File: src/rtl/apb_lcd_pkg.sv
`default_nettype none
// ============================================================================
//  Module      : apb_lcd_pkg
//  Description : Register offsets, PULSE field layout and parameter limits
//                shared by the APB LCD control block.
//  Revision    : 1.0 - initial release
// ============================================================================
package apb_lcd_pkg;

    // Parameter limits
    localparam int unsigned c_MAX_NOUT  = 16;
    localparam int unsigned c_MAX_NIN   = 8;
    localparam int unsigned c_MAX_CNT_W = 16;

    // Register byte offsets
    localparam logic [7:0] c_OFF_OUT   = 8'h00;
    localparam logic [7:0] c_OFF_SET   = 8'h04;
    localparam logic [7:0] c_OFF_CLR   = 8'h08;
    localparam logic [7:0] c_OFF_TGL   = 8'h0C;
    localparam logic [7:0] c_OFF_PULSE = 8'h10;
    localparam logic [7:0] c_OFF_IN    = 8'h14;
    localparam logic [7:0] c_OFF_IEN   = 8'h18;
    localparam logic [7:0] c_OFF_IPEND = 8'h1C;

    // PULSE register field positions
    localparam int unsigned c_PULSE_BUSY_BIT = 31;
    localparam int unsigned c_PULSE_IDX_LSB  = 16;
    localparam int unsigned c_PULSE_IDX_W    = 4;

endpackage
`default_nettype wire

File: src/rtl/sync_fall.sv
`default_nettype none
// ============================================================================
//  Module      : sync_fall
//  Description : Two-flop synchronizer for one asynchronous input plus a
//                falling-edge detector on the synchronized level. All flops
//                reset high so an idle-high input produces no edge after reset.
//  Revision    : 1.0 - initial release
// ============================================================================
module sync_fall (
    input  logic clk,
    input  logic rst,
    input  logic i_d,
    output logic o_level,
    output logic o_fall
);

    logic r_meta;
    logic r_sync;
    logic r_prev;

    // Synchronizer chain and previous-level history, preset to idle-high
    always_ff @(posedge clk) begin
        if (rst) begin
            r_meta <= 1'b1;
            r_sync <= 1'b1;
            r_prev <= 1'b1;
        end else begin
            r_meta <= i_d;
            r_sync <= r_meta;
            r_prev <= r_sync;
        end
    end

    assign o_level = r_sync;
    assign o_fall  = r_prev & ~r_sync;

endmodule
`default_nettype wire

File: src/rtl/apb_lcd_ctrl.sv
`default_nettype none
// ============================================================================
//  Module      : apb_lcd_ctrl
//  Description : APB3 slave driving LCD control pins (CD, reset, backlight)
//                with set/clear/toggle access, a one-shot pulse generator on
//                a selectable pin, and falling-edge interrupt capture on
//                synchronized input pins (touch PENIRQ and others).
//  Revision    : 1.0 - initial release
// ============================================================================
module apb_lcd_ctrl
    import apb_lcd_pkg::*;
#(
    parameter int unsigned     NOUT     = 2,
    parameter int unsigned     NIN      = 1,
    parameter int unsigned     CNT_W    = 16,
    parameter logic [NOUT-1:0] OUT_INIT = '0
) (
    input  logic            PCLK,
    input  logic            PRESET,
    input  logic            PSEL,
    input  logic            PENABLE,
    input  logic            PWRITE,
    input  logic [31:0]     PADDR,
    input  logic [31:0]     PWDATA,
    output logic [31:0]     PRDATA,
    output logic            PREADY,
    output logic            PSLVERR,
    output logic [NOUT-1:0] PIN_OUT,
    input  logic [NIN-1:0]  PIN_IN,
    output logic            IRQ
);

    // ------------------------------------------------------------------
    // Elaboration-time parameter range checks
    // ------------------------------------------------------------------
    if ((NOUT == 0) || (NOUT > c_MAX_NOUT)) begin : g_bad_nout
        $error("apb_lcd_ctrl: NOUT must be 1..16");
    end
    if ((NIN == 0) || (NIN > c_MAX_NIN)) begin : g_bad_nin
        $error("apb_lcd_ctrl: NIN must be 1..8");
    end
    if ((CNT_W == 0) || (CNT_W > c_MAX_CNT_W)) begin : g_bad_cnt_w
        $error("apb_lcd_ctrl: CNT_W must be 1..16");
    end

    localparam logic [CNT_W-1:0] c_CNT_ONE = CNT_W'(1);

    // ------------------------------------------------------------------
    // State
    // ------------------------------------------------------------------
    logic [NOUT-1:0]          r_out;
    logic                     r_busy;
    logic [CNT_W-1:0]         r_cnt;
    logic [c_PULSE_IDX_W-1:0] r_idx;
    logic [NIN-1:0]           r_ien;
    logic [NIN-1:0]           r_ipend;
    logic                     r_irq;

    // ------------------------------------------------------------------
    // Address decode and access qualification
    // ------------------------------------------------------------------
    logic [7:0]               w_off;
    logic                     w_access;
    logic                     w_mapped;
    logic [c_PULSE_IDX_W-1:0] w_wr_idx;
    logic [CNT_W-1:0]         w_wr_cnt;
    logic                     w_wr_cnt_nz;
    logic                     w_idx_bad;
    logic                     w_pulse_err;
    logic                     w_err;
    logic                     w_commit;
    logic                     w_pulse_start;
    logic                     w_we_ien;
    logic                     w_we_ipend;
    logic [NIN-1:0]           w_ipend_clr;
    logic [NOUT-1:0]          w_wdat_out;
    logic [NOUT-1:0]          w_out_nxt;
    logic [NOUT-1:0]          w_pulse_mask;
    logic [NIN-1:0]           w_in_sync;
    logic [NIN-1:0]           w_fall;
    logic                     w_unused;

    // Only PADDR[7:2] selects a register; byte lanes are ignored
    assign w_off       = {PADDR[7:2], 2'b00};
    assign w_access    = PSEL & PENABLE;
    assign w_mapped    = (w_off <= c_OFF_IPEND);

    assign w_wr_idx    = PWDATA[c_PULSE_IDX_LSB +: c_PULSE_IDX_W];
    assign w_wr_cnt    = PWDATA[CNT_W-1:0];
    assign w_wr_cnt_nz = (w_wr_cnt != '0);
    assign w_idx_bad   = (32'(w_wr_idx) >= NOUT);

    // A zero-count PULSE write is a silent no-op, so it never raises an error
    assign w_pulse_err = (w_off == c_OFF_PULSE) && w_wr_cnt_nz && (r_busy || w_idx_bad);

    assign w_err = !w_mapped
                 || (PWRITE && (w_off == c_OFF_IN))
                 || (PWRITE && w_pulse_err);

    // Erroring accesses change no state
    assign w_commit      = w_access & PWRITE & ~w_err;
    assign w_pulse_start = w_commit && (w_off == c_OFF_PULSE) && w_wr_cnt_nz;
    assign w_we_ien      = w_commit && (w_off == c_OFF_IEN);
    assign w_we_ipend    = w_commit && (w_off == c_OFF_IPEND);
    assign w_ipend_clr   = w_we_ipend ? PWDATA[NIN-1:0] : '0;
    assign w_wdat_out    = PWDATA[NOUT-1:0];

    assign PREADY  = 1'b1;
    assign PSLVERR = w_access & w_err;

    // Fold bits that no register uses into one sink
    assign w_unused = ^{PADDR[31:8], PADDR[1:0], PWDATA};

    // ------------------------------------------------------------------
    // Output base level: OUT / SET / CLR / TGL
    // ------------------------------------------------------------------
    // Next base level from the four output-register aliases
    always_comb begin
        w_out_nxt = r_out;
        if (w_commit) begin
            case (w_off)
                c_OFF_OUT: w_out_nxt = w_wdat_out;
                c_OFF_SET: w_out_nxt = r_out | w_wdat_out;
                c_OFF_CLR: w_out_nxt = r_out & ~w_wdat_out;
                c_OFF_TGL: w_out_nxt = r_out ^ w_wdat_out;
                default:   w_out_nxt = r_out;
            endcase
        end
    end

    // Output base-level register
    always_ff @(posedge PCLK) begin
        if (PRESET) begin
            r_out <= OUT_INIT;
        end else begin
            r_out <= w_out_nxt;
        end
    end

    // ------------------------------------------------------------------
    // Pulse generator: inverts one pin for r_cnt cycles
    // ------------------------------------------------------------------
    // Load on an accepted PULSE write, then count down to zero
    always_ff @(posedge PCLK) begin
        if (PRESET) begin
            r_busy <= 1'b0;
            r_cnt  <= '0;
            r_idx  <= '0;
        end else if (w_pulse_start) begin
            r_busy <= 1'b1;
            r_cnt  <= w_wr_cnt;
            r_idx  <= w_wr_idx;
        end else if (r_busy) begin
            r_cnt <= r_cnt - c_CNT_ONE;
            if (r_cnt == c_CNT_ONE) begin
                r_busy <= 1'b0;
            end
        end
    end

    for (genvar g = 0; g < NOUT; g++) begin : g_pulse_mask
        assign w_pulse_mask[g] = r_busy && (r_idx == c_PULSE_IDX_W'(g));
    end

    // Pulse is an overlay, so base-level writes never cut it short
    assign PIN_OUT = r_out ^ w_pulse_mask;

    // ------------------------------------------------------------------
    // Input synchronizers and edge capture
    // ------------------------------------------------------------------
    for (genvar g = 0; g < NIN; g++) begin : g_sync
        sync_fall u_sync_fall (
            .clk     (PCLK),
            .rst     (PRESET),
            .i_d     (PIN_IN[g]),
            .o_level (w_in_sync[g]),
            .o_fall  (w_fall[g])
        );
    end

    // Interrupt enable, pending flags (edge set beats W1C) and registered IRQ
    always_ff @(posedge PCLK) begin
        if (PRESET) begin
            r_ien   <= '0;
            r_ipend <= '0;
            r_irq   <= 1'b0;
        end else begin
            if (w_we_ien) begin
                r_ien <= PWDATA[NIN-1:0];
            end
            r_ipend <= (r_ipend & ~w_ipend_clr) | w_fall;
            r_irq   <= |(r_ipend & r_ien);
        end
    end

    assign IRQ = r_irq;

    // ------------------------------------------------------------------
    // Read mux
    // ------------------------------------------------------------------
    // Combinational read data; zero when not selected or unmapped
    always_comb begin
        PRDATA = '0;
        if (PSEL) begin
            case (w_off)
                c_OFF_OUT, c_OFF_SET, c_OFF_CLR, c_OFF_TGL: begin
                    PRDATA[NOUT-1:0] = r_out;
                end
                c_OFF_PULSE: begin
                    PRDATA[c_PULSE_BUSY_BIT]                      = r_busy;
                    PRDATA[c_PULSE_IDX_LSB +: c_PULSE_IDX_W]      = r_idx;
                    PRDATA[CNT_W-1:0]                             = r_cnt;
                end
                c_OFF_IN:    PRDATA[NIN-1:0] = w_in_sync;
                c_OFF_IEN:   PRDATA[NIN-1:0] = r_ien;
                c_OFF_IPEND: PRDATA[NIN-1:0] = r_ipend;
                default:     PRDATA = '0;
            endcase
        end
    end

endmodule
`default_nettype wire
File: config.mk
export PLATFORM = sky130hd
export DESIGN_NAME = apb_lcd_ctrl
export DESIGN_NICKNAME = d
export VERILOG_FILES = /design/src/rtl/apb_lcd_pkg.sv /design/src/rtl/sync_fall.sv /design/src/rtl/apb_lcd_ctrl.sv
export SDC_FILE = /design/constraint.sdc
export NUM_CORES = 1
export LEC_CHECK = 0
export CORE_MARGIN = 10
export CORE_UTILIZATION = 42
export CTS_BUF_LIST = sky130_fd_sc_hd__clkbuf_4
export DETAILED_ROUTE_END_ITERATION = 7
export PLACE_DENSITY = 0.88
export SETUP_SLACK_MARGIN = 0.5
export SLEW_MARGIN = 30
export SYNTH_ARGS = -nofsm -noshare
export SYNTH_HDL_FRONTEND = slang
export SYNTH_SLANG_ARGS = --single-unit
File: constraint.sdc
create_clock -name PCLK -period 4.5 [get_ports PCLK]
set_input_delay 0.9 -clock PCLK [delete_from_list [all_inputs] [get_ports PCLK]]
set_output_delay 0.9 -clock PCLK [all_outputs]
set_load 0.02 [all_outputs]
==> impl_metrics.csv, run 1 <==
group,metric,value,unit
worst_hold_path,hold_path.class,"reg -> reg",
global_route,grt_pass1_vias,1811,
route,routed-via-count,1830,
critical_path,cp_data_arrival_time,2.98,ns
global_route,antenna_found_initial,0,
clocking,clockBufferDepth,2,
critical_path,cp-start-kind,"primary input",
worst_hold_path,min_path_cells,1,
clocking,cts.sink_count,29,
cells_and_area,fillerInstances,384,
critical_path,cp_slowest_stage_delay,0.62,ns
clocking,clock_latency,0.34,ns
power,p_leak,0.921,nW
critical_path,critical_path.max_fanout,23,
clocking,tritoncts,"built",
floorplan,rows,23,
timing,slew_violations,0,
clocking,cts_setup_buffers,0,
global_route,track_usage,0.142,
timing,worst_pin_slew,0.743,ns
job,drv_cap,0,
clocking,path_clk_slew,0.08,ns
timing,rsz0062_at_grt,"false",
critical_path,crit_top_cell,"clkdlybuf4s50_1",
critical_path,slowest_stage,"clkdlybuf4s50_1",
route,drt_iter0_markers,155,
route,drcViolationCount,0,
critical_path,required,3.60,ns
route,wl,5.21,mm
floorplan,die_y,85.8,µm
floorplan,io_pins,107,
timing,tns,0,ns
floorplan,core,0.00409,mm²
route,viasPerCell,5.67,
placed_design,dpl.hpwl,3.89,mm
yosys,syn-cell-area,0.00182,mm²
placed_design,place_congestion,0.878,
placed_design,port_buffers,56,
floorplan,die_width,85.8,µm
critical_path,crit_type,"in -> out",
critical_path,endpoint_kind,"output port",
yosys,yosys_warnings,0,
cells_and_area,final_nets,349,
critical_path,ff2ff_path_depth,5,
cells_and_area,fin_util,0.583,
yosys,synth_cell_types,38,
power,ir_worst_vdd,0.125,mV
cells_and_area,finish.instance_area,0.00238,mm²
yosys,synth-edff-count,0,
timing,clock_skew,0.0109,ns
yosys,syn_inst,227,
route,postRouteAntennaNets,0,
timing,setup_viol,0,
timing,max-slew-margin-rel,0.505,
yosys,ys_ff_latch,29,
timing,finalCriticalPeriod,3.88,ns
floorplan,fp.dieArea,0.00736,mm²
clocking,cts_made_buffers,5,
clocking,htreeDepth,2,
timing,hold_viol,0,
clocking,cts_hold_buf,0,
placed_design,dpl-instance-area,0.00234,mm²
floorplan,start_util,0.445,
timing,finalCritPeriodShare,0.863,
placed_design,dp_cells,316,
cells_and_area,drive_gt1_frac,0.0733,
power,total_power,0.477,mW
critical_path,path_cells,"clkdlybuf4s50_1 > or3_1 > nor4_2 > buf_4 > and3_1 > clkdlybuf4s50_1",
global_route,grt_pass1_wl,8.69,mm
yosys,synthArstFlopShare,0,
route,drt_pass1_iterations,4,
yosys,syn_avg_cell_area,8.01,µm²
cells_and_area,stdcell_count,323,
status,status,"complete, no violations",
cells_and_area,diodes,0,
global_route,grt.overflow.total,0,
clocking,root_buffer,"clkbuf_4",
yosys,synth-seq-area-share,0.319,
timing,fmax,0.257,GHz
route,wl_per_cell,16.1,µm
yosys,synthFlopType,"dfxtp_1",
global_route,grt_start_max_net_pins,30,
power,powerDensity,200,mW/mm²
cells_and_area,area_delta_synth_final,31.0,%
per-stage QoR:
step | hold WS, ns | setup WS, ns
2_1_floorplan | 0.389 | 1.15
3_3_place_gp | 0.392 | 0.542
3_5_place_dp | 0.395 | 0.483
4_1_cts | 0.416 | 0.518
5_1_grt | 0.430 | 0.535
6_report | 0.414 | 0.616
critical path, delay by kind of cell:
kind | cells | cell delay, ns
buf+inv | 3 | 1.30
simple gates | 3 | 0.78
cell usage in the layout (no fill, tap or decap), types with 2 or more instances in the layout:
| master | n |
|---|---|
| clkdlybuf4s50_1 | 53 |
| dfxtp_1 | 29 |
| a21oi_1 | 26 |
| and3_1 | 20 |
| nand2_1 | 13 |
| nor2_1 | 12 |
| conb_1 | 12 |
| inv_1 | 9 |
| nand3_1 | 8 |
| nor4_1 | 7 |
| nor3_1 | 6 |
| or4_1 | 6 |
| ha_1 | 6 |
| clkbuf_4 | 6 |
| a31oi_1 | 5 |
| or2_2 | 5 |
| o211ai_1 | 5 |
| or3_1 | 4 |
| mux2i_1 | 4 |
| nand2b_1 | 4 |
| mux4_2 | 3 |
| nand4_1 | 3 |
| o311ai_0 | 3 |
| nor3b_1 | 3 |
| nor2b_1 | 2 |
| xnor2_1 | 2 |
logic make-up after synthesis:
kind of cell	share of synthesized area
compound gates	0.145
xor+xnor	0.00963
fa+ha+maj	0.0413
buf+inv	0.104
flops	0.319
mux	0.0591
other cells	0.00413
simple gates	0.318
Yosys cell counts, drive strengths merged, types with 2 or more instances:
library cell | n | area, µm²
mux2i | 4 | 40.0
a21oi | 26 | 130
or2 | 5 | 31.3
nor3 | 6 | 30.0
or4 | 7 | 56.3
nand4 | 3 | 18.8
conb | 2 | 7.51
nand3 | 8 | 40.0
nor3b | 3 | 22.5
xnor2 | 2 | 17.5
ha | 6 | 75.1
and3 | 20 | 125
dfxtp | 29 | 581
a31oi | 5 | 31.3
nor4 | 8 | 50.1
o311ai | 3 | 26.3
nor2b | 2 | 12.5
nor2 | 12 | 45.0
mux4 | 3 | 67.6
nand2 | 13 | 48.8
o211ai | 5 | 37.5
buf | 16 | 110
clkbuf | 12 | 45.0
or3 | 4 | 25.0
inv | 9 | 33.8
nand2b | 4 | 25.0
per-layer routing:
metal | GRT usage | wire length [µm] | vias up
met5 | 0 | 0 | -
li1 | - | - | 897
met4 | 0.0793 | 142 | 0
met3 | 0.0568 | 464 | 13
met2 | 0.213 | 2430 | 75
met1 | 0.169 | 2170 | 845
final cells by class:
type | count | area, µm² | area share
sequential | 29 | 581 | 0.244
timing repair buffer | 57 | 564 | 0.237
clock inverter | 1 | 3.75 | 0.00157
clock buffer | 6 | 45.0 | 0.0189
multi-input combinational | 171 | 1090 | 0.459
tap | 50 | 62.6 | 0.0262
inverter | 9 | 33.8 | 0.0142
path summary, 6_finish.rpt:
path / start / endpoint / slack, ns
min reg2reg: g_sync[0].u_sync_fall.r_meta / g_sync[0].u_sync_fall.o_level / 0.41
max: PADDR[5] / PRDATA[15] / 0.62
min: g_sync[0].u_sync_fall.r_meta / g_sync[0].u_sync_fall.o_level / 0.41
max reg2reg: r_busy / r_cnt[6] / 2.03
sequential cells by signal, indices dropped and copies added (netlist names):
name                        cells
r_busy                          1
r_out                           2
g_sync.u_sync_fall.o_level      1
r_cnt                          16
g_sync.u_sync_fall.r_meta       1
g_sync.u_sync_fall.r_prev       1
r_idx                           4
r_ipend                         1
IRQ                             1
r_ien                           1
power by group:
part / total, mW / internal (mW) / switching (mW)
logic: 0.0655 / 0.0325 / 0.0330
clock network: 0.152 / 0.0625 / 0.0899
registers: 0.259 / 0.258 / 0.000826
total: 0.477 / 0.353 / 0.124
what timing repair did:
item / in CTS / in global routing
pin swaps: 0 / 0
endpoints found under the setup margin: 1 / 1
resized for setup: 1 / 1
cloned: 0 / 0
(Power assumes the default switching activity.)
==> inputs of run 2 (changes only) <==
- SKIP_CTS_REPAIR_TIMING: default -> 1
- SKIP_LAST_GASP: default -> 1
==> impl_metrics.csv, run 2 (synthesized netlist as in run 1, its figures left out) <==
group,metric,value,unit
placed_design,dpl-instance-area,0.00234,mm²
critical_path,endpoint_kind,"output port",
global_route,grt_pass1_wl,8.69,mm
cells_and_area,fin_util,0.585,
timing,clock_skew,0.0107,ns
placed_design,dpl_worst_slack,0.483,ns
floorplan,rows,23,
placed_design,dp_cells,316,
power,p_leak,0.933,nW
global_route,grt_start_max_net_pins,30,
floorplan,core,0.00409,mm²
critical_path,critical_path.max_fanout,23,
cells_and_area,stdcell_count,323,
timing,rsz0062_at_grt,"false",
route,wl_per_cell,16.2,µm
timing,fmax,0.258,GHz
clocking,htreeDepth,2,
job,drv_cap,0,
power,ir_worst_vdd,0.125,mV
route,routed-via-count,1839,
placed_design,dpl.hpwl,3.89,mm
clocking,clockBufferDepth,2,
clocking,root_buffer,"clkbuf_4",
clocking,tritoncts,"built",
critical_path,ff2ff_path_depth,5,
critical_path,crit_type,"in -> out",
timing,hold_viol,0,
global_route,grt.overflow.total,0,
timing,holdWs,0.414,ns
timing,finalCriticalPeriod,3.87,ns
cells_and_area,layout_commonest_cell,"clkdlybuf4s50_1",
cells_and_area,fillerInstances,382,
timing,setup_slack,0.629,ns
route,drt_pass1_iterations,4,
route,drcViolationCount,0,
timing,max-slew-margin-rel,0.497,
critical_path,required,3.60,ns
cells_and_area,area_delta_synth_final,31.4,%
worst_hold_path,min_from,"g_sync[0].u_sync_fall.r_meta",
critical_path,cp-start-kind,"primary input",
critical_path,cp_data_arrival_time,2.97,ns
cells_and_area,finish.instance_area,0.00239,mm²
timing,setup_viol,0,
clocking,clock_latency,0.34,ns
cells_and_area,regMostFlops,"r_cnt",
floorplan,start_util,0.445,
route,wl,5.24,mm
timing,finalCritPeriodShare,0.860,
floorplan,fp.dieArea,0.00736,mm²
route,drt_iter0_markers,150,
cells_and_area,largest_reg_flops,16,
floorplan,io_pins,107,
floorplan,die_y,85.8,µm
timing,worst_pin_slew,0.754,ns
critical_path,r2r-start,"r_busy",
global_route,grt_pass1_vias,1815,
placed_design,port_buffers,56,
worst_hold_path,hold_path.class,"reg -> reg",
global_route,track_usage,0.142,
cells_and_area,final_nets,349,
clocking,path_clk_slew,0.08,ns
timing,tns,0,ns
critical_path,r2r-end,"r_cnt[11]",
placed_design,place_congestion,0.878,
clocking,cts_made_buffers,5,
cells_and_area,diodes,0,
cells_and_area,top_regs,"r_cnt (16), r_idx (4), r_out (2)",
cells_and_area,drive_gt1_frac,0.0733,
status,status,"complete, no violations",
global_route,antenna_found_initial,0,
route,postRouteAntennaNets,0,
critical_path,crit_path_end,"PRDATA[15]",
floorplan,die_width,85.8,µm
clocking,cts.sink_count,29,
cells_and_area,layout_common_cells,"clkdlybuf4s50_1, dfxtp_1, a21oi_1",
critical_path,critPathLaunch,"PADDR[5]",
timing,slew_violations,0,
power,powerDensity,199,mW/mm²
critical_path,rrSetupSlack,2.04,ns
power,total_power,0.476,mW
route,viasPerCell,5.69,
run 2: area by class of cell:
| cell class | instances | area (µm²) | area share |
|---|---|---|---|
| Multi-Input combinational cell | 171 | 1090 | 0.457 |
| Sequential cell | 29 | 581 | 0.243 |
| Timing Repair Buffer | 57 | 572 | 0.239 |
| Tap cell | 50 | 62.6 | 0.0262 |
| Clock buffer | 6 | 45.0 | 0.0188 |
| Inverter | 9 | 33.8 | 0.0141 |
| Clock inverter | 1 | 3.75 | 0.00157 |
run 2: routing by layer:
layer	global-route usage	part of all wire	vias up
li1	-	-	897
met1	0.167	0.40	837
met2	0.214	0.46	91
met3	0.0568	0.10	14
met4	0.0793	0.029	0
met5	0	0	-
run 2: worst min path at each step:
stage,to,slack (ns),depth (start not counted)
3_5_place_dp,g_sync[0].u_sync_fall.o_level,0.40,1
4_1_cts,g_sync[0].u_sync_fall.o_level,0.42,1
6_report,g_sync[0].u_sync_fall.o_level,0.41,1
2_1_floorplan,g_sync[0].u_sync_fall.o_level,0.39,1
5_1_grt,g_sync[0].u_sync_fall.o_level,0.43,1
3_3_place_gp,g_sync[0].u_sync_fall.o_level,0.39,1
run 2: where the power goes:
group          switching, mW  leakage (nW)  internal, mW
Sequential          0.000807         0.234         0.258
Combinational         0.0330         0.670        0.0329
Clock                 0.0889        0.0292        0.0626
Total                  0.123         0.933         0.353
run 2: worst max-delay path, stage by stage:
cell	delay [ns]
clkdlybuf4s50_1	0.41
or3_1	0.44
nor4_2	0.20
buf_6	0.23
and3_1	0.18
clkdlybuf4s50_1	0.62
